## config.mk

```make
export PLATFORM = sky130hd
export DESIGN_NAME = serial_deser
export DESIGN_NICKNAME = d
export VERILOG_FILES = /design/src/rtl/serial_deser_pkg.sv /design/src/rtl/serial_deser.sv
export SDC_FILE = /design/constraint.sdc
export NUM_CORES = 1
export LEC_CHECK = 0
export ABC_AREA = 1
export CAP_MARGIN = 25
export CORE_UTILIZATION = 52
export DETAILED_ROUTE_END_ITERATION = 10
export PLACE_DENSITY_LB_ADDON = 0.3
export SKIP_CTS_REPAIR_TIMING = 1
export SLEW_MARGIN = 10
export SYNTH_ARGS = -nofsm -noshare
export SYNTH_HDL_FRONTEND = slang
export SYNTH_SLANG_ARGS = --single-unit
```

## constraint.sdc

```tcl
create_clock -name clk -period 2.4 [get_ports clk]
set_clock_uncertainty 0.05 [all_clocks]
set_input_delay 0.48 -clock clk [delete_from_list [all_inputs] [get_ports clk]]
set_output_delay 0.48 -clock clk [all_outputs]
set_load 0.01 [all_outputs]
```

## src/rtl/serial_deser_pkg.sv

```systemverilog
// Shared types for the serial deserializer: framing FSM state encoding.
package serial_deser_pkg;

  typedef enum logic [0:0] {
    IDLE  = 1'b0,
    SHIFT = 1'b1
  } deser_state_t;

endpackage

```

## src/rtl/serial_deser.sv

```systemverilog
// Serial-to-parallel deserializer: start-aligned framing, WIDTH-bit shift register,
// valid/ready output register with sticky overrun flag.
module serial_deser
  import serial_deser_pkg::*;
#(
  parameter int WIDTH     = 8,
  parameter bit MSB_FIRST = 1'b1,
  localparam int CW       = $clog2(WIDTH)
) (
  input  logic             clk,
  input  logic             reset,
  input  logic             d,
  input  logic             bit_en,
  input  logic             start,
  input  logic             ready,
  input  logic             clr_overrun,
  output logic [WIDTH-1:0] data_out,
  output logic             valid,
  output logic             overrun,
  output logic [CW-1:0]    bit_cnt
);

  deser_state_t     state;
  logic [WIDTH-1:0] shreg;
  logic [WIDTH-1:0] shifted;
  logic [WIDTH-1:0] first_word;
  logic             complete;
  logic             realign;

  always_comb begin
    shifted    = '0;
    first_word = '0;
    if (MSB_FIRST) begin
      shifted    = {shreg[WIDTH-2:0], d};
      first_word = {{(WIDTH-1){1'b0}}, d};
    end else begin
      shifted    = {d, shreg[WIDTH-1:1]};
      first_word = {d, {(WIDTH-1){1'b0}}};
    end
  end

  // A start pulse outranks completion, so the realigned bit never finishes a stale word.
  assign realign  = bit_en && start;
  assign complete = (state == SHIFT) && bit_en && !start && (bit_cnt == CW'(WIDTH - 1));

  always_ff @(posedge clk) begin
    if (reset) begin
      state   <= IDLE;
      shreg   <= '0;
      bit_cnt <= '0;
    end else if (realign) begin
      state   <= SHIFT;
      shreg   <= first_word;
      bit_cnt <= CW'(1);
    end else if ((state == SHIFT) && bit_en) begin
      shreg   <= shifted;
      bit_cnt <= complete ? '0 : bit_cnt + CW'(1);
    end
  end

  always_ff @(posedge clk) begin
    if (reset) begin
      data_out <= '0;
      valid    <= 1'b0;
      overrun  <= 1'b0;
    end else begin
      if (complete) begin
        if (!valid || ready) begin
          data_out <= shifted;
          valid    <= 1'b1;
        end
      end else if (valid && ready) begin
        valid <= 1'b0;
      end

      if (complete && valid && !ready) begin
        overrun <= 1'b1;
      end else if (clr_overrun) begin
        overrun <= 1'b0;
      end
    end
  end

endmodule

```

# == Yosys cells after proc, flatten, opt, wreduce, memory -nomap -nowiden ==
# Index checks and enable logic that the tools add are counted.
# classes
n_eq_ne,2
addsub,1
n_reduce_logical,17
n_mux,10
# ops
cell,n
two-way mux 1 bit,9
logical AND 1 bit,7
nonzero test 2 bit,3
AND reduction 2 bit,2
adder 3 x 1 -> 3 bit (second input constant),1
equality test 3 bit (second input constant),1
logical NOT 1 bit,3
two-way mux 3 bit,1
!= test 2 x 1 -> 1 bit (second input constant),1
OR reduction 2 bit,1
logical OR 1 bit,1
# totals
elab_cells,38
ff_bits,21
out_inout_bits,13
input_bits,7

# == Depth between registers and ports, before layout ==
# logic_depth
ltp_word,6
depth_mapped,8
mapped_depth_nobuf,8

# == Least setup slack after synthesis ==
# OpenSTA, ideal clock, no wires.
# synth_path
path_type,register to register
startpoint,register bit_cnt[0]
endpoint,register data_out[0]
setup_slack_ns,1.078
arrival_time_ns,1.162
stages_incl_launch_ff,8
period_less_slack_ns,1.322
required_time_ns,2.240
setup_ns,0.110
n_path_buf,0
cell_sequence,dfxtp_1 > ha_1 > ha_1 > nand2_1 > nor2_4 > nand3_1 > nand2_1 > nor2_1
# synth_via
elab_chain_len,3
# synth_rtl
item,line,text
from (decl),serial_deser.sv:20,output logic [CW-1:0] bit_cnt
from (signal assigned),serial_deser.sv:57,bit_cnt <= complete ? '0 : bit_cnt + CW'(1);
equality test 3 bit,serial_deser.sv:44,assign complete = (state == SHIFT) && bit_en && !start && (bit_cnt == CW'(WIDTH - 1));
logical AND 1 bit,serial_deser.sv:44,
AND reduction 2 bit (no source line),n/a,
to (signal assigned),serial_deser.sv:69,data_out <= shifted;
to (decl),serial_deser.sv:17,"output logic [WIDTH-1:0] data_out,"
# Every way passes these cells.
# A chain may end at the register's enable or synchronous reset.

# == Final worst setup path ==
# layout_path
startpoint,register bit_cnt[0]
endpoint,output port bit_cnt[0]
# No word-level cell between the ends.

==> impl_metrics.ini <==
[run_status]
status = finished, violations left
violations = DRC

[power_and_ir_drop]
leakagePower_nw = 0.506
max-vdd-ir-drop_uv = 291
p_per_area_mw_per_mm2 = 514

[routing]
wl_met2_um = 815
m1WireLength_um = 799
postRouteAntennaNets = 0
wirelength_mm = 1.68
wl_met3_um = 56
top_layer = met4
firstDrtPassIters = 7
first_iter_violations = 15
wire_per_inst_um = 10.2
drc = 2
vias_per_cell = 4.73
vias = 781

[timing]
finalHoldViolCount = 0
hold_slack_ns = 0.417
final.setup.tns_ns = 0
max_freq_mhz = 565
fin_crit_ns = 1.77
rsz0062_at_grt = no
final.setup.worst_slack_ns = 0.631
finalCritPeriodShare = 0.737
drv_slew = 0
worst_pin_slew_ns = 0.478
slew_headroom = 0.682
finalSetupViolCount = 0

[hold_path]
hp-start = shreg[6]
min_to = shreg[6]
hold_class = reg2reg
hold_depth = 2

[floorplan]
fp.dieH_um = 43.8
fp.dieArea_mm2 = 0.00192
fp.coreArea_mm2 = 0.00158
io_pins = 20
die_w_um = 43.8
row_count = 14
initial_core_util = 0.577

[critical_path]
cp-end-kind = output pin
cp_max_fo = 4
arrival_ns = 1.24
timing.critical_path.slowest_cell_delay_ns = 0.55
path_class = reg2out
cp_top_family = buffers and inverters
worstRegToRegCells = 7
worstPathRequired_ns = 1.87
crit-reg2reg-launch = bit_cnt[0]
cp_slowest_cell = clkdlybuf4s50_1
start_kind = flip-flop
crit_buf_inv = 1
crit_path_cell_trace = clkdlybuf4s50_1
r2r-end = data_out[7]
ff2ff_setup_slack_ns = 0.94

[yosys]
ys_ff_latch = 21
synth_compound_area_frac = 0.127
synth-simple-area-share = 0.241
syn_area_um2 = 910
synth_top_family_by_area = simple AND/OR/NAND/NOR gates
synth_cell_types = 14
avgSynthCellArea_um2 = 7.11
synth_cells = 128
yosysSeqAreaShare = 0.462
synthMuxAreaShare = 0
synth_xor_area_frac = 0
synth_adder_area_share = 0.0275
ys_warn_count = 0
synth_nets = 137

[layout]
area_growth_pct = 24.9
fin_cells = 165
regArea_um2 = 420
nNetsFinal = 159
multi_input_area_um2 = 359
drive_gt1_frac = 0.0470
fill_cells = 134
diodes = 0

[placed_design]
dp_cells = 161
pre_cts_ws_ns = 0.558
portBuffers = 19
dp_hpwl_mm = 1.17
gp_congestion = 0.812

[cts]
clk_pin_slew_ns = 0.11
cts_buffer_depth = 2
cts_made_buffers = 3
worst_skew_pair.late_latency_ns = 0.30
cts_sinks = 21
clock_tree.htree_level_count = 1
cts_tree = built
root_buffer = clkbuf_4

[grt]
track_usage = 0.205
grt_pass1_wl_mm = 2.88
grt_overflow = 0
grt_pass1_vias = 657
grt_start_max_net_pins = 20
antenna_found_initial = 0

[run]
cap_violations = 0
flip-flops by register name, summed over array words and instances, names as in the netlist:
name / flops
bit_cnt: 3
shreg: 7
overrun: 1
data_out: 8
valid: 1
state: 1
per-stage QoR:
step                      power [W]   util  cell area [um^2]
after floorplan            0.000400      -               910
after global placement     0.000422  0.704              1110
after detailed placement   0.000424  0.704              1110
after CTS                  0.000585  0.721              1140
after global routing       0.000605  0.721              1140
final                      0.000584  0.721              1140
cells in the final DEF (no fill, tap or decap):
cell type,instances
inv_1,30
nand2_1,24
dfxtp_1,21
clkdlybuf4s50_1,19
a21oi_1,14
nor2_1,13
o21ai_0,9
nand3_1,8
clkbuf_4,3
ha_1,2
nand2_4,1
clkinv_1,1
inv_2,1
nand3_4,1
nor2_4,1
clkbuf_1,1
cells in the mapped netlist:
cell,count,area (um^2)
nand2_1,24,90.1
dfxtp_1,21,420
inv_1,30,113
nor2_1,13,48.8
nand3_4,1,17.5
clkinv_1,1,3.75
nand2_4,1,11.3
a21oi_1,14,70.1
nor2_4,1,11.3
ha_1,2,25.0
inv_2,1,3.75
buf_2,2,10.0
nand3_1,8,40.0
o21ai_0,9,45.0
layout make-up:
class | count | share of cell area
tap | 16 | 0.0176
sequential | 21 | 0.370
clock buffer | 4 | 0.0231
inverter | 32 | 0.106
multi-input combinational | 73 | 0.316
timing repair buffer | 19 | 0.167
layer usage:
layer / GRT usage / vias to the layer above
met5: 0 / -
met4: 0.0750 / 0
met3: 0.0375 / 2
met2: 0.322 / 20
met1: 0.279 / 332
li1: - / 427
cells by family (layout without fill, tap and decap cells):
| logic type | after synthesis | count (layout) |
|---|---|---|
| adder cells (fa/ha/maj) | 2 | 2 |
| AND/OR/NAND/NOR | 48 | 48 |
| flip-flops | 21 | 21 |
| AO/OA/AOI/OAI | 23 | 23 |
| buffers and inverters | 34 | 55 |
worst max-delay path by stage:
stage	from	to	slack, ns	cells past startpoint
3_5_place_dp	ready	data_out[7]	0.56	7
4_1_cts	bit_cnt[0]	bit_cnt[0]	0.62	1
3_3_place_gp	ready	data_out[3]	0.60	7
5_1_grt	bit_cnt[0]	bit_cnt[0]	0.59	1
6_report	bit_cnt[0]	bit_cnt[0]	0.63	1
2_1_floorplan	bit_cnt[0]	data_out[0]	1.08	7
where the power goes:
part | switching, W | internal (W) | total [W]
registers | 0.00000609 | 0.000358 | 0.000364
logic | 0.0000292 | 0.0000243 | 0.0000535
clock network | 0.000102 | 0.0000647 | 0.000166
Power figures use the tool's default switching activity.
